===== src/rtl/memory_arbiter.sv =====
// memory_arbiter
//
// Two-master arbiter sharing one single-port memory bus between an
// instruction-fetch port (i_*) and a load/store port (d_*). One transaction
// is in flight at a time. Each transaction passes through four states:
//   IDLE  -> grant a requester and latch its address, write data and operation
//   ISSUE -> one-cycle mem_ren / mem_wen strobe
//   WAIT  -> hold the address and data until mem_busy drops, or until the
//            WAIT-cycle budget (TIMEOUT) runs out
//   DONE  -> one-cycle ready pulse to the granted requester only
// When both masters request in the same IDLE cycle, the data port wins.
//
// Parameters
//   ADDR_W   address width of every address port
//   DATA_W   width of every data port
//   TIMEOUT  maximum number of WAIT cycles per transaction
//
// Ports
//   CLK, nRST            rising-edge clock, asynchronous active-low reset
//   i_ren, i_addr        instruction fetch request, held until i_ready
//   i_rdata, i_ready     fetched word (valid with i_ready) and completion pulse
//   d_ren, d_wen         data read / write request, held until d_ready
//   d_addr, d_wdata      data address and store data
//   d_rdata, d_ready     load data (valid with d_ready) and completion pulse
//   mem_ren, mem_wen     shared-bus read / write strobes
//   mem_addr, mem_wdata  shared-bus address and write data
//   mem_rdata, mem_busy  shared-bus read data and busy indication
//   bus_err              sticky timeout flag, cleared only by reset

module memory_arbiter #(
  parameter int unsigned ADDR_W  = 32,
  parameter int unsigned DATA_W  = 32,
  parameter int unsigned TIMEOUT = 1023
) (
  input  logic              CLK,
  input  logic              nRST,
  // instruction port
  input  logic              i_ren,
  input  logic [ADDR_W-1:0] i_addr,
  output logic [DATA_W-1:0] i_rdata,
  output logic              i_ready,
  // data port
  input  logic              d_ren,
  input  logic              d_wen,
  input  logic [ADDR_W-1:0] d_addr,
  input  logic [DATA_W-1:0] d_wdata,
  output logic [DATA_W-1:0] d_rdata,
  output logic              d_ready,
  // shared memory bus
  output logic              mem_ren,
  output logic              mem_wen,
  output logic [ADDR_W-1:0] mem_addr,
  output logic [DATA_W-1:0] mem_wdata,
  input  logic [DATA_W-1:0] mem_rdata,
  input  logic              mem_busy,
  // status
  output logic              bus_err
);

  // A zero budget would never let a transaction finish; treat it as one cycle.
  localparam int unsigned TimeoutEff = (TIMEOUT == 0) ? 1 : TIMEOUT;
  localparam int unsigned CntW       = $clog2(TimeoutEff + 1);
  // Counter value seen during the last permitted WAIT cycle.
  localparam logic [CntW-1:0] CntLast = CntW'(TimeoutEff - 1);

  localparam logic [1:0] IDLE  = 2'd0;
  localparam logic [1:0] ISSUE = 2'd1;
  localparam logic [1:0] WAIT  = 2'd2;
  localparam logic [1:0] DONE  = 2'd3;

  logic [1:0]        state_q,   state_d;
  logic [ADDR_W-1:0] addr_q,    addr_d;
  logic [DATA_W-1:0] wdata_q,   wdata_d;
  logic              wr_q,      wr_d;      // latched operation: 1 = write
  logic              gnt_dat_q, gnt_dat_d; // 1 = data port owns the transaction
  logic [CntW-1:0]   cnt_q,     cnt_d;
  logic [DATA_W-1:0] i_rdata_q, i_rdata_d;
  logic [DATA_W-1:0] d_rdata_q, d_rdata_d;
  logic              bus_err_q, bus_err_d;

  // --------------------------------------------------------------------------
  // Next-state logic
  // --------------------------------------------------------------------------
  always_comb begin
    state_d   = state_q;
    addr_d    = addr_q;
    wdata_d   = wdata_q;
    wr_d      = wr_q;
    gnt_dat_d = gnt_dat_q;
    cnt_d     = cnt_q;
    i_rdata_d = i_rdata_q;
    d_rdata_d = d_rdata_q;
    bus_err_d = bus_err_q;

    case (state_q)
      IDLE: begin
        if (d_ren || d_wen) begin
          // Data port wins a tie; a simultaneous read+write is a write.
          gnt_dat_d = 1'b1;
          wr_d      = d_wen;
          addr_d    = d_addr;
          wdata_d   = d_wdata;
          state_d   = ISSUE;
        end else if (i_ren) begin
          gnt_dat_d = 1'b0;
          wr_d      = 1'b0;
          addr_d    = i_addr;
          wdata_d   = '0;
          state_d   = ISSUE;
        end
      end

      ISSUE: begin
        cnt_d   = '0;
        state_d = WAIT;
      end

      WAIT: begin
        cnt_d = cnt_q + 1'b1;
        if (!mem_busy) begin
          // Completion wins over timeout when both happen in the same cycle.
          if (!wr_q) begin
            if (gnt_dat_q) begin
              d_rdata_d = mem_rdata;
            end else begin
              i_rdata_d = mem_rdata;
            end
          end
          state_d = DONE;
        end else if (cnt_q == CntLast) begin
          bus_err_d = 1'b1;
          if (gnt_dat_q) begin
            d_rdata_d = '0;
          end else begin
            i_rdata_d = '0;
          end
          state_d = DONE;
        end
      end

      DONE: begin
        state_d = IDLE;
      end

      default: begin
        state_d = IDLE;
      end
    endcase
  end

  // --------------------------------------------------------------------------
  // State registers
  // --------------------------------------------------------------------------
  always_ff @(posedge CLK or negedge nRST) begin
    if (!nRST) begin
      state_q   <= IDLE;
      addr_q    <= '0;
      wdata_q   <= '0;
      wr_q      <= 1'b0;
      gnt_dat_q <= 1'b0;
      cnt_q     <= '0;
      i_rdata_q <= '0;
      d_rdata_q <= '0;
      bus_err_q <= 1'b0;
    end else begin
      state_q   <= state_d;
      addr_q    <= addr_d;
      wdata_q   <= wdata_d;
      wr_q      <= wr_d;
      gnt_dat_q <= gnt_dat_d;
      cnt_q     <= cnt_d;
      i_rdata_q <= i_rdata_d;
      d_rdata_q <= d_rdata_d;
      bus_err_q <= bus_err_d;
    end
  end

  // --------------------------------------------------------------------------
  // Outputs
  // --------------------------------------------------------------------------
  always_comb begin
    mem_ren   = (state_q == ISSUE) && !wr_q;
    mem_wen   = (state_q == ISSUE) &&  wr_q;
    mem_addr  = addr_q;
    mem_wdata = wdata_q;
    i_ready   = (state_q == DONE) && !gnt_dat_q;
    d_ready   = (state_q == DONE) &&  gnt_dat_q;
    i_rdata   = i_rdata_q;
    d_rdata   = d_rdata_q;
    bus_err   = bus_err_q;
  end

endmodule


===== config.mk =====
export PLATFORM = sky130hd
export DESIGN_NAME = memory_arbiter
export DESIGN_NICKNAME = d
export VERILOG_FILES = /design/src/rtl/memory_arbiter.sv
export SDC_FILE = /design/constraint.sdc
export NUM_CORES = 1
export LEC_CHECK = 0
export CORE_UTILIZATION = 42
export CTS_CLUSTER_DIAMETER = 120
export DETAILED_ROUTE_END_ITERATION = 8
export PLACE_DENSITY = 0.83
export SLEW_MARGIN = 20
export SYNTH_ARGS = -nofsm -noshare
export SYNTH_HDL_FRONTEND = slang
export SYNTH_SLANG_ARGS = --single-unit

===== constraint.sdc =====
create_clock -name CLK -period 2.55 [get_ports CLK]
set_input_delay 0.3825 -clock CLK [delete_from_list [all_inputs] [get_ports CLK]]
set_output_delay 0.3825 -clock CLK [all_outputs]
set_load 0.02 [all_outputs]

### Word level (Yosys, flattened, before mapping)

Cells that the tools add are included.

* flip-flop bits (word level): 143
* input port bits: 134
* output and inout bits: 133

* add/sub/neg operators: 1
* equality and inequality tests: 8
* mux-type cells: 23
* bitwise logic cells: 1
* reductions and logical operators: 15

Operator list (number)
* $mux 32: 14
* $pmux 10 s2: 1
* $add 10x1->10 const B: 1
* $eq 10x10->1 const B: 1
* $mux 2: 4
* $pmux 2 s4: 1
* $reduce_and 4->1: 2
* $ne 3x3->1 const B: 2
* $eq 2x2->1 const B: 2
* $logic_and 1x1->1: 4
* $reduce_and 2->1: 2
* $reduce_bool 2->1: 2
* $mux 1: 3
* $reduce_and 3->1: 1
* $eq 2x1->1 const B: 1
* $logic_not 1->1: 2
* $logic_not 2->1: 1
* $ne 2x1->1 const B: 1
* $ne 2x2->1 const B: 1
* $logic_or 1x1->1: 1
* $not 1->1: 1

### Longest topological paths before layout

Gate-level depths: netlist of the first run.

* depth in word-level cells: 4
* depth in mapped cells: 8
* gate-level depth less buffers: 6

### Least setup slack after synthesis of the first run

OpenSTA, ideal clock, no wires.

* path type: flip-flop to flip-flop
* start point: reg state_q[0]
* end point: reg cnt_q[8]
* library setup time: 0.095 ns
* arrival time: 1.861 ns
* path slack: 0.594 ns
* cell stages (with the launch flop): 6
* path buffers: 0
* period minus slack after synthesis: 1.956 ns
* cell sequence: dfrtp_1 -> inv_1 -> ha_1 -> clkinv_1 -> or4_2 -> o31ai_1

* word-level cells in the longest chain between the ends: 2

RTL lines
* start, declared: line 71 `logic [1:0] state_q, state_d;`
* start signal, assigned: line 166 `state_q <= state_d;`
* $eq 2x2->1 / $eq 2x1->1 (equally long branches): line 95 `case (state_q)`
* $pmux 10 s2 / $reduce_bool 2->1 (equally long branches)
* end signal, assigned: line 171 `cnt_q <= cnt_d;`
* end, declared: line 76 `logic [CntW-1:0] cnt_q, cnt_d;`

Several ways; a longest one is shown, not always the timed one.
A chain may end at the register's enable or synchronous reset.

### Final worst setup path of the first run

* start point: reg state_q[0]
* end point: reg d_rdata_q[14], in the netlist d_rdata[14]

* word-level cells in the longest chain between the ends: 2

RTL lines
* $eq 2x2->1: line 95
* $reduce_and 4->1 (no source line)
* end signal, assigned: line 173 `d_rdata_q <= d_rdata_d;`
* end, declared: line 78 `logic [DATA_W-1:0] d_rdata_q, d_rdata_d;`

Every way passes these cells.

==> impl_metrics.prom, run 1 <==
# TYPE chip_impl_metric gauge
chip_impl_metric{name="rows",unit=""} 43
chip_impl_metric{name="clock_power_share",unit="%"} 21.4
chip_impl_metric{name="combined_buffer_and_inverter_count_along_the_critical_path",unit=""} 1
chip_impl_metric{name="dp_hpwl",unit="mm"} 11.98
chip_impl_info{name="worstSetupEndpointType",value="flop"} 1
chip_impl_info{name="top_signal_layer_used",value="met4"} 1
chip_impl_metric{name="drcViolationCount",unit=""} 0
chip_impl_metric{name="relSlewSlack",unit="%"} 29.35
chip_impl_metric{name="inserted_clock_buffers",unit=""} 17
chip_impl_metric{name="timing.fmax",unit="MHz"} 426.8
chip_impl_metric{name="antenna-diode-count",unit=""} 0
chip_impl_metric{name="timing_hold_violations_final",unit=""} 0
chip_impl_metric{name="place_congestion",unit=""} 0.8587
chip_impl_info{name="status",value="complete, no violations"} 1
chip_impl_metric{name="start_util",unit="%"} 43.37
chip_impl_info{name="critPathSlowestCell",value="o21ai_4"} 1
chip_impl_metric{name="part_of_the_total_power_dissipated_in_combinational_logic",unit="%"} 45.7
chip_impl_metric{name="fp.dieArea",unit="um2"} 14870
chip_impl_metric{name="crit_path_max_incr_delay",unit="ns"} 0.83
chip_impl_metric{name="detailroute.wirelength.met3",unit="mm"} 1.105
chip_impl_info{name="cts.root.buffer_cell",value="clkbuf_16"} 1
chip_impl_info{name="critPathLaunchType",value="flop"} 1
chip_impl_metric{name="cellLeakagePower",unit="nW"} 4.169
chip_impl_metric{name="worst-endpoint-arrival",unit="ns"} 2.64
chip_impl_metric{name="max-clock-path-buffers",unit=""} 2
chip_impl_info{name="grt_setup_unrepaired",value="false"} 1
chip_impl_metric{name="power.density",unit="nW/um2"} 1211
chip_impl_metric{name="synth_edf_count",unit=""} 0
chip_impl_metric{name="track_usage",unit="%"} 22.40
chip_impl_metric{name="sw_frac_of_total",unit="%"} 35.72
chip_impl_metric{name="seq_power_share",unit="%"} 32.9
chip_impl_metric{name="avgViaCountPerCell",unit=""} 5.096
chip_impl_metric{name="clock_insertion_delay_worst_skew",unit="ns"} 0.42
chip_impl_metric{name="drt_iter0_markers",unit=""} 169
chip_impl_metric{name="first_pass_grt_wire_length",unit="mm"} 24.89
chip_impl_metric{name="tightest_pin_transition",unit="ns"} 1.056
chip_impl_info{name="critPathLaunch",value="state_q[0]"} 1
chip_impl_metric{name="net-switching-power",unit="mW"} 4.128
chip_impl_metric{name="grt_start_max_net_pins",unit=""} 80
chip_impl_metric{name="synth-async-reset-ratio",unit="%"} 100.0
chip_impl_info{name="synth_top_flop_cell",value="dfrtp_1"} 1
chip_impl_info{name="min-delay-start",value="mem_addr[13]"} 1
chip_impl_metric{name="p_total",unit="mW"} 11.56
chip_impl_metric{name="layout.nets",unit=""} 879
chip_impl_metric{name="die-width",unit="um"} 122.0
chip_impl_metric{name="register_area",unit="um2"} 3578
chip_impl_metric{name="cap_violations",unit=""} 0
chip_impl_info{name="crit_path_cell_trace",value="inv_1, ha_1, nand2_1, nor4_4, o21ai_4, mux2_2"} 1
chip_impl_metric{name="clkSinkCount",unit=""} 143
chip_impl_info{name="synth.top_cells.by_area",value="dfrtp_1 59%, mux2_2 12%, mux2i_1 5.5%"} 1
chip_impl_info{name="r2r-start",value="state_q[0]"} 1
chip_impl_metric{name="via_count_of_the_first_global_routing_pass",unit=""} 4822
chip_impl_metric{name="dp_slack",unit="ns"} 0.01724
chip_impl_info{name="critPathCapture",value="d_rdata[14]"} 1
chip_impl_metric{name="place.port_buffers",unit=""} 266
chip_impl_metric{name="multi_input_area",unit="um2"} 2325
chip_impl_metric{name="detailroute.wirelength.met2",unit="mm"} 8.426
chip_impl_metric{name="postSynthNetCount",unit=""} 609
chip_impl_metric{name="ys_ff_latch",unit=""} 143
chip_impl_metric{name="setup_viols_final",unit=""} 0
chip_impl_info{name="synth_area_leader",value="dfrtp_1"} 1
chip_impl_info{name="critPathTopFamily",value="compound AO/OA/AOI/OAI gates"} 1
chip_impl_metric{name="timing.final.crit_share",unit="%"} 91.88
chip_impl_metric{name="antenna_found_initial",unit=""} 0
chip_impl_metric{name="synth-seq-area-share",unit="%"} 59.21
chip_impl_metric{name="maxSlewViolCount",unit=""} 0
chip_impl_metric{name="reg2regPathDepth",unit=""} 6
chip_impl_metric{name="synthDominantCellAreaShare",unit="%"} 59.21
chip_impl_metric{name="wirelength_met1",unit="mm"} 6.319
chip_impl_metric{name="top_level_ports",unit=""} 267
chip_impl_metric{name="synthToLayoutAreaGrowth",unit="%"} 57.87
chip_impl_metric{name="finalHoldWorstSlack",unit="ns"} 0.4786
chip_impl_metric{name="clkTransAtPathRegs",unit="ns"} 0.06
chip_impl_info{name="tritoncts",value="done"} 1
chip_impl_metric{name="drt-wirelength-per-cell",unit="um"} 17.45
chip_impl_metric{name="fin_skew",unit="ns"} 0.009147
chip_impl_metric{name="cts-htree-levels",unit=""} 4
chip_impl_metric{name="wl",unit="mm"} 16.23
chip_impl_metric{name="finalWorstPathRequiredPeriod",unit="ns"} 2.343
chip_impl_metric{name="synthesis.area_per_instance",unit="um2"} 12.91
chip_impl_info{name="crit-reg2reg-capture",value="d_rdata[14]"} 1
chip_impl_metric{name="drt_pre_antenna_iters",unit=""} 4
chip_impl_metric{name="crit_path_cell_count",unit=""} 6
chip_impl_info{name="post_synth_most_frequent_cells",value="143 x dfrtp_1, 63 x mux2_2, 40 x nand2_1"} 1
chip_impl_metric{name="post_route_cells_drive_above_1_share",unit="%"} 15.60
chip_impl_metric{name="synth.cell_area",unit="um2"} 6043
chip_impl_metric{name="fp.coreArea",unit="um2"} 13930
chip_impl_metric{name="synth_warnings",unit=""} 0
chip_impl_metric{name="r2r_slack",unit="ns"} 0.21
chip_impl_metric{name="synth_cell_type_count",unit=""} 39
chip_impl_metric{name="finalSetupTns",unit="ns"} 0
chip_impl_metric{name="cp_max_fo",unit=""} 32
chip_impl_metric{name="netlist_instances",unit=""} 468
chip_impl_metric{name="cp.required",unit="ns"} 2.84
chip_impl_metric{name="die_height",unit="um"} 122.0
chip_impl_info{name="hold_class",value="reg2reg"} 1
chip_impl_info{name="setup.worst_path.class",value="reg2reg"} 1
chip_impl_metric{name="worst_ir_drop_vdd",unit="mV"} 0.5657
chip_impl_metric{name="power_report.internal_total",unit="mW"} 7.430
chip_impl_info{name="synth.most_common_cell",value="dfrtp_1"} 1
chip_impl_metric{name="via_count",unit=""} 4739
chip_impl_metric{name="grt.overflow.total",unit=""} 0
chip_impl_metric{name="route.antenna.remaining_nets",unit=""} 0
chip_impl_metric{name="nFillCells",unit=""} 979
chip_impl_metric{name="crit_path_setup_slack_layout",unit="ns"} 0.2070
[cell families after synthesis]
logic type	synth area share, %
adder cells (fa/ha/maj)	1.449
multiplexers	17.45
AO/OA/AOI/OAI	9.876
XOR/XNOR	0.2899
flip-flops	59.21
AND/OR/NAND/NOR	8.882
buffers and inverters	2.836
[final cells by class]
type	instances	area share (%)
flip-flops and latches	143	37.51
clock inverters	11	1.469
multi-input cells	293	24.37
well taps	180	2.361
clock buffers	20	4.682
inverters	5	0.1967
repair buffers	278	29.42
[registers in the layout, indices dropped and copies added (netlist names)]
name / count
mem_wdata: 32
mem_addr: 32
cnt_q: 10
gnt_dat_q: 1
state_q: 2
i_rdata: 32
wr_q: 1
d_rdata: 32
bus_err: 1
[power by group through the flow]
stage,clock (mW),combinational (mW),sequential [mW]
after floorplan,0,1.60,4.82
after global placement,0,5.18,3.77
after detailed placement,0,5.30,3.83
after CTS,2.53,5.33,3.81
after global routing,2.63,5.62,3.91
final,2.47,5.28,3.80
[worst min-delay path: cells and delay by family, from the launching register on]
| kind | cells | cell delay, ns |
|---|---|---|
| AND/OR/NAND/NOR | 1 | 0.05 |
| flip-flops | 1 | 0.34 |
| AO/OA/AOI/OAI | 1 | 0.06 |
[cells in the final DEF (no fill, tap or decap), types with 2 or more instances in the layout]
master	count
nor3_1	6
dfrtp_1	143
clkinv_2	5
buf_12	4
and2_1	2
o2bb2ai_1	2
xnor2_1	2
a21oi_1	3
o31ai_1	2
nor2_1	5
clkbuf_16	17
clkbuf_1	2
inv_1	3
bufinv_16	3
nand2_1	40
nand3_1	5
a22o_1	33
a21o_1	2
nor2b_1	34
buf_4	7
ha_1	7
clkdlybuf4s50_1	265
mux2_2	63
o21ai_0	39
mux2i_1	33
[what timing repair did]
action                                  CTS  global route
gates resized for setup                   0             1
hold buffers                              1             0
endpoints found under the setup margin    0            31
hold endpoints to repair                 59             0
setup buffers                             0             0
[worst min path at each step]
stage	endpoint	slack [ns]	cells past startpoint
finish	mem_addr[13]	0.48	2
global route	mem_addr[3]	0.50	2
CTS	mem_addr[13]	0.48	2
detailed placement	d_rdata[11]	0.40	1
global placement	i_rdata[20]	0.39	1
floorplan	bus_err	0.09	0
[metal layers]
metal,vias to the layer above,GRT usage (%)
li1,2190,-
met1,2322,25.45
met2,199,38.88
met3,28,6.367
met4,0,10.19
met5,-,0
[stage by stage]
stage / util, % / instances / area (um2)
after floorplan: - / 468 / 6043
after global placement: 64.18 / 898 / 8944
after detailed placement: 64.18 / 898 / 8944
after CTS: 68.47 / 930 / 9540
after global routing: 68.47 / 930 / 9540
final: 68.47 / 930 / 9540
No activity file was read; power rests on OpenSTA's default activity.
==> inputs of run 2 (changes only) <==
- GPL_TIMING_DRIVEN: unset -> 0
==> run 2 against run 1 <==
- worst hold slack lost 0.0026 ns
- count of clock-buffer cells in the layout grew 2
- worst setup slack gained 0.076 ns
- flip-flop and latch count is the same
- critical path depth shrank 1
- wire length grew 2.9%
- register-to-register slack gained 0.08 ns
- design area grew 0.45%
- maximum frequency grew 3.4%
- highest routed layer unchanged
==> impl_metrics.prom, run 2 (synthesis gave the netlist of run 1 again) <==
# TYPE chip_impl_metric gauge
chip_impl_metric{name="cp_max_fo",unit=""} 10
chip_impl_metric{name="post_route_cells_drive_above_1_share",unit="%"} 14.97
chip_impl_metric{name="fin_skew",unit="ns"} 0.007195
chip_impl_metric{name="cts.repair_timing.setup_buffer_count",unit=""} 0
chip_impl_info{name="grt_setup_unrepaired",value="false"} 1
chip_impl_metric{name="setup_viols_final",unit=""} 0
chip_impl_metric{name="finalWorstPathRequiredPeriod",unit="ns"} 2.267
chip_impl_metric{name="drt_iter0_markers",unit=""} 172
chip_impl_metric{name="crit_path_max_incr_delay",unit="ns"} 0.74
chip_impl_metric{name="grt_start_max_net_pins",unit=""} 83
chip_impl_metric{name="maxSlewViolCount",unit=""} 0
chip_impl_metric{name="net-switching-power",unit="mW"} 4.156
chip_impl_metric{name="route.antenna.remaining_nets",unit=""} 0
chip_impl_info{name="worstSetupEndpointType",value="flop"} 1
chip_impl_metric{name="part_of_the_total_power_dissipated_in_combinational_logic",unit="%"} 45.7
chip_impl_metric{name="antenna-diode-count",unit=""} 0
chip_impl_info{name="cts.root.buffer_cell",value="clkbuf_16"} 1
chip_impl_metric{name="timing_hold_violations_final",unit=""} 0
chip_impl_metric{name="multi_input_area",unit="um2"} 2293
chip_impl_metric{name="worst_ir_drop_vdd",unit="mV"} 0.5351
chip_impl_metric{name="clkSinkCount",unit=""} 143
chip_impl_metric{name="antenna_found_initial",unit=""} 0
chip_impl_metric{name="timing.fmax",unit="MHz"} 441.2
chip_impl_metric{name="die-width",unit="um"} 122.0
chip_impl_metric{name="cts_hold_buf",unit=""} 1
chip_impl_metric{name="hold_path_depth",unit=""} 1
chip_impl_metric{name="drt-wirelength-per-cell",unit="um"} 17.62
chip_impl_metric{name="first_pass_grt_wire_length",unit="mm"} 25.50
chip_impl_info{name="setup.worst_path.class",value="reg2reg"} 1
chip_impl_info{name="critPathLaunchType",value="flop"} 1
chip_impl_metric{name="r2r_slack",unit="ns"} 0.28
chip_impl_info{name="critPathSlowestCell",value="or4_2"} 1
chip_impl_metric{name="power.density",unit="nW/um2"} 1212
chip_impl_info{name="critPathTopFamily",value="simple AND/OR/NAND/NOR gates"} 1
chip_impl_metric{name="place_congestion",unit=""} 0.8150
chip_impl_metric{name="worst-endpoint-arrival",unit="ns"} 2.57
chip_impl_metric{name="clock_power_share",unit="%"} 21.6
chip_impl_metric{name="max-clock-path-buffers",unit=""} 2
chip_impl_metric{name="clkTransAtPathRegs",unit="ns"} 0.06
chip_impl_metric{name="via_count_of_the_first_global_routing_pass",unit=""} 5005
chip_impl_metric{name="seq_power_share",unit="%"} 32.7
chip_impl_metric{name="fp.coreArea",unit="um2"} 13930
chip_impl_metric{name="fp.dieArea",unit="um2"} 14870
chip_impl_metric{name="sw_frac_of_total",unit="%"} 35.80
chip_impl_metric{name="relSlewSlack",unit="%"} 42.23
chip_impl_metric{name="via_count",unit=""} 4742
chip_impl_metric{name="register_area",unit="um2"} 3578
chip_impl_metric{name="finalSetupTns",unit="ns"} 0
chip_impl_metric{name="cp.required",unit="ns"} 2.86
chip_impl_metric{name="power_report.internal_total",unit="mW"} 7.454
chip_impl_metric{name="synthToLayoutAreaGrowth",unit="%"} 58.57
chip_impl_metric{name="reg2regPathDepth",unit=""} 5
chip_impl_metric{name="track_usage",unit="%"} 23.06
chip_impl_metric{name="start_util",unit="%"} 43.37
chip_impl_info{name="crit_path_cell_trace",value="inv_1, ha_1, clkinv_1, or4_2, o31ai_1"} 1
chip_impl_metric{name="cap_violations",unit=""} 0
chip_impl_info{name="final_common_cell",value="clkdlybuf4s50_1"} 1
chip_impl_metric{name="placed_cells_incl_taps",unit=""} 915
chip_impl_metric{name="die_height",unit="um"} 122.0
chip_impl_metric{name="crit_path_cell_count",unit=""} 5
chip_impl_metric{name="wl",unit="mm"} 16.71
chip_impl_metric{name="avgViaCountPerCell",unit=""} 5.002
chip_impl_metric{name="layout.nets",unit=""} 896
chip_impl_metric{name="clock_insertion_delay_worst_skew",unit="ns"} 0.41
chip_impl_metric{name="cts-htree-levels",unit=""} 4
chip_impl_metric{name="tightest_pin_transition",unit="ns"} 0.8666
chip_impl_metric{name="drcViolationCount",unit=""} 0
chip_impl_metric{name="top_level_ports",unit=""} 267
chip_impl_metric{name="dp_hpwl",unit="mm"} 12.97
chip_impl_metric{name="final_cells",unit=""} 948
chip_impl_metric{name="drt_pre_antenna_iters",unit=""} 4
chip_impl_metric{name="p_total",unit="mW"} 11.61
chip_impl_metric{name="place.port_buffers",unit=""} 266
chip_impl_metric{name="final_cell_area",unit="um2"} 9583
chip_impl_metric{name="combined_buffer_and_inverter_count_along_the_critical_path",unit=""} 2
chip_impl_metric{name="cts-resized-gates",unit=""} 0
chip_impl_info{name="status",value="complete, no violations"} 1
chip_impl_metric{name="rows",unit=""} 43
chip_impl_info{name="tritoncts",value="done"} 1
chip_impl_metric{name="nFillCells",unit=""} 981
chip_impl_metric{name="timing.final.crit_share",unit="%"} 88.89
chip_impl_metric{name="cellLeakagePower",unit="nW"} 4.175
chip_impl_metric{name="placed_area",unit="um2"} 8964
chip_impl_metric{name="inserted_clock_buffers",unit=""} 17
chip_impl_info{name="mostFrequentLayoutCells",value="265 x clkdlybuf4s50_1, 143 x dfrtp_1, 63 x mux2_2, 40 x nand2_1, 39 x o21ai_0"} 1
chip_impl_metric{name="grt.overflow.total",unit=""} 0
chip_impl_info{name="hold_class",value="reg2reg"} 1
run 2: layer usage:
layer | part of all wire, % | global-route usage [%]
met5 | 0 | 0
met4 | 3.0 | 10.65
met3 | 6.7 | 6.086
met2 | 52 | 40.32
met1 | 39 | 26.18
run 2: final timing paths:
kind / start / endpoint
worst max-delay path: state_q[0] / cnt_q[8]
worst min-delay path: bus_err / bus_err
worst max register to register: state_q[0] / cnt_q[8]
worst min register to register: bus_err / bus_err
max in group asynchronous: nRST / mem_addr[30]
min in group asynchronous: nRST / d_rdata[21]
run 2: power groups by stage:
stage                     combinational (mW)  clock [mW]  sequential [mW]
after CTS                               5.36        2.56             3.79
after floorplan                         1.60           0             4.82
final                                   5.31        2.51             3.79
after global placement                  5.20           0             3.75
after global routing                    5.66        2.65             3.90
after detailed placement                5.34           0             3.81
run 2: area by class of cell:
cell class	instances	area share [%]
buffer	27	1.593
tap	180	2.350
clock inverter	10	1.410
inverter	5	0.1958
timing repair buffer	268	28.23
sequential	143	37.34
multi-input combinational	293	23.93
clock buffer	22	4.948
run 2: stage by stage:
step                hold WS, ns  setup slack [ns]  util (%)
floorplan               0.08691            0.5939         -
global placement         0.4611            -4.224     64.09
detailed placement       0.3446          -0.07691     64.33
CTS                      0.4818            0.2881     68.77
global route             0.5026            0.1501     68.77
finish                   0.4760            0.2833     68.77
==> inputs of run 3 (changes only) <==
- GPL_TIMING_DRIVEN: 0 -> unset
- SLEW_MARGIN: 20 -> 40
- TNS_END_PERCENT: unset -> 30
==> run 3 against run 2 <==
- flip-flop and latch count is the same
- core utilization grew 0.31 points
- maximum frequency grew 1.1%
- first-iteration DRC count shrank 3.5%
- critical endpoint is now mem_ren
- non-clock buffer count shrank 15
- combinational power is essentially flat
- wire length shrank 2.0%
- sequential power is essentially flat
- via count shrank 0.63%
- clock power grew 6%
- critical path depth shrank 1
==> impl_metrics.prom, run 3 (synthesis gave the netlist of run 1 again) <==
# TYPE chip_impl_metric gauge
chip_impl_info{name="mostFrequentLayoutCells",value="265 x clkdlybuf4s50_1, 143 x dfrtp_1, 63 x mux2_2, 40 x nand2_1, 39 x o21ai_0"} 1
chip_impl_metric{name="via_count_of_the_first_global_routing_pass",unit=""} 4794
chip_impl_metric{name="place.port_buffers",unit=""} 266
chip_impl_metric{name="cellLeakagePower",unit="nW"} 4.210
chip_impl_metric{name="track_usage",unit="%"} 22.42
chip_impl_metric{name="finalCoreUtilization",unit="%"} 69.09
chip_impl_metric{name="fp.dieArea",unit="um2"} 14870
chip_impl_metric{name="timing.final.crit_share",unit="%"} 87.96
chip_impl_metric{name="drt_pre_antenna_iters",unit=""} 4
chip_impl_metric{name="timing.fmax",unit="MHz"} 445.9
chip_impl_metric{name="finalHoldWorstSlack",unit="ns"} 0.4793
chip_impl_info{name="worst_hold_path.endpoint",value="mem_addr[24]"} 1
chip_impl_metric{name="cp_max_fo",unit=""} 4
chip_impl_metric{name="combined_buffer_and_inverter_count_along_the_critical_path",unit=""} 2
chip_impl_metric{name="rows",unit=""} 43
chip_impl_metric{name="crit_path_max_incr_delay",unit="ns"} 0.61
chip_impl_metric{name="worst_ir_drop_vdd",unit="mV"} 0.6672
chip_impl_metric{name="tightest_pin_transition",unit="ns"} 0.5528
chip_impl_metric{name="antenna-diode-count",unit=""} 0
chip_impl_metric{name="clock_insertion_delay_worst_skew",unit="ns"} 0.42
chip_impl_metric{name="antenna_found_initial",unit=""} 0
chip_impl_metric{name="inserted_clock_buffers",unit=""} 17
chip_impl_info{name="worstSetupEndpointType",value="output port"} 1
chip_impl_metric{name="drcViolationCount",unit=""} 0
chip_impl_metric{name="max-clock-path-buffers",unit=""} 2
chip_impl_metric{name="drt_iter0_markers",unit=""} 166
chip_impl_metric{name="nFillCells",unit=""} 972
chip_impl_info{name="critPathSlowestCell",value="clkdlybuf4s50_1"} 1
chip_impl_metric{name="dp_slack",unit="ns"} 0.1078
chip_impl_metric{name="wl",unit="mm"} 16.38
chip_impl_metric{name="maxSlewViolCount",unit=""} 0
chip_impl_info{name="hold_class",value="reg2reg"} 1
chip_impl_info{name="status",value="complete, no violations"} 1
chip_impl_metric{name="clkTransAtPathRegs",unit="ns"} 0.05
chip_impl_info{name="critPathTopFamily",value="buffers and inverters"} 1
chip_impl_metric{name="grt.overflow.total",unit=""} 0
chip_impl_metric{name="reg2regPathDepth",unit=""} 8
chip_impl_metric{name="route.antenna.remaining_nets",unit=""} 0
chip_impl_metric{name="synthToLayoutAreaGrowth",unit="%"} 59.30
chip_impl_info{name="crit-reg2reg-capture",value="d_rdata[6]"} 1
chip_impl_metric{name="via_count",unit=""} 4712
chip_impl_metric{name="fp.coreArea",unit="um2"} 13930
chip_impl_metric{name="setup_viols_final",unit=""} 0
chip_impl_metric{name="die_height",unit="um"} 122.0
chip_impl_info{name="cts.root.buffer_cell",value="clkbuf_16"} 1
chip_impl_info{name="globalRoute.busiestLayer",value="met2"} 1
chip_impl_metric{name="finalSetupTns",unit="ns"} 0
chip_impl_info{name="grt_setup_unrepaired",value="false"} 1
chip_impl_metric{name="fin_skew",unit="ns"} 0.007876
chip_impl_metric{name="start_util",unit="%"} 43.37
chip_impl_metric{name="cts-htree-levels",unit=""} 4
chip_impl_metric{name="post_route_cells_drive_above_1_share",unit="%"} 15.80
chip_impl_metric{name="grt_met2_usage",unit="%"} 39.65
chip_impl_metric{name="place_congestion",unit=""} 0.8587
chip_impl_metric{name="grt_use_met1",unit="%"} 25.66
chip_impl_info{name="r2r-start",value="state_q[0]"} 1
chip_impl_info{name="critPathLaunchType",value="flop"} 1
chip_impl_metric{name="grt_start_max_net_pins",unit=""} 80
chip_impl_metric{name="hold_path_depth",unit=""} 2
chip_impl_info{name="tritoncts",value="done"} 1
chip_impl_info{name="final_common_cell",value="clkdlybuf4s50_1"} 1
chip_impl_metric{name="die-width",unit="um"} 122.0
chip_impl_metric{name="finalWorstPathRequiredPeriod",unit="ns"} 2.243
chip_impl_metric{name="avgViaCountPerCell",unit=""} 5.050
chip_impl_metric{name="power.density",unit="nW/um2"} 1223
chip_impl_metric{name="crit_path_cell_count",unit=""} 4
chip_impl_metric{name="cap_violations",unit=""} 0
chip_impl_metric{name="layout.nets",unit=""} 881
chip_impl_info{name="crit_path_cell_trace",value="inv_1, ha_1, nor2b_1, clkdlybuf4s50_1"} 1
chip_impl_metric{name="cp.required",unit="ns"} 2.17
chip_impl_metric{name="worst-endpoint-arrival",unit="ns"} 1.86
chip_impl_metric{name="p_total",unit="mW"} 11.78
chip_impl_metric{name="grt_use_met3",unit="%"} 5.712
chip_impl_info{name="setup.worst_path.class",value="reg2out"} 1
chip_impl_metric{name="dp_hpwl",unit="mm"} 12.15
chip_impl_metric{name="crit_path_setup_slack_layout",unit="ns"} 0.3071
chip_impl_metric{name="clkSinkCount",unit=""} 143
chip_impl_info{name="min-delay-start",value="mem_addr[24]"} 1
chip_impl_metric{name="first_pass_grt_wire_length",unit="mm"} 24.88
chip_impl_metric{name="r2r_slack",unit="ns"} 0.32
chip_impl_metric{name="drt-wirelength-per-cell",unit="um"} 17.56
chip_impl_metric{name="top_level_ports",unit=""} 267
chip_impl_metric{name="relSlewSlack",unit="%"} 63.14
chip_impl_metric{name="timing_hold_violations_final",unit=""} 0
run 3: cell type report:
class / count / area (um2) / share of cell area, %
well taps: 180 / 225.2 / 2.339
clock inverters: 11 / 187.7 / 1.950
inverters: 5 / 18.77 / 0.1950
clock buffers: 21 / 450.4 / 4.679
flip-flops and latches: 143 / 3578 / 37.17
multi-input cells: 293 / 2330 / 24.20
repair buffers: 280 / 2836 / 29.46
run 3: worst min-delay path, cell delays in order (launching register included):
cell and delay, ns:
dfrtp_1 0.34, nand2_1 0.04, o21ai_0 0.06
run 3: how the worst max path moves through the flow:
stage,from,to,slack [ns]
6_report,state_q[1],mem_ren,0.31
3_3_place_gp,mem_busy,d_rdata[21],0.11
5_1_grt,state_q[1],mem_ren,0.15
4_1_cts,state_q[0],d_rdata[6],0.11
2_1_floorplan,state_q[0],cnt_q[8],0.59
3_5_place_dp,mem_busy,d_rdata[6],0.11
run 3: repair_timing:
action	in CTS	in global routing
buffers inserted	0	0
endpoints found under the setup margin	0	2
hold buffers	1	0
hold endpoints to repair	59	0
gates resized for setup	0	1
run 3: per-stage QoR:
step / area, um2 / cells
floorplan: 6043 / 468
global route: 9627 / 933
CTS: 9622 / 933
detailed placement: 8974 / 900
finish: 9627 / 933
global placement: 8944 / 898
run 3: where the power goes:
part | leakage (nW) | switching (mW) | internal, mW
Clock | 0.315 | 0.904 | 1.76
Sequential | 1.83 | 0.591 | 3.23
Combinational | 2.07 | 2.63 | 2.67
run 3: layer usage:
metal / vias up / part of all wire [%] / wire [um]
li1: 2196 / - / -
met4: 0 / 2.4 / 397
met5: - / 0 / 0
met1: 2282 / 38 / 6235
met3: 29 / 7.0 / 1142
met2: 205 / 53 / 8605
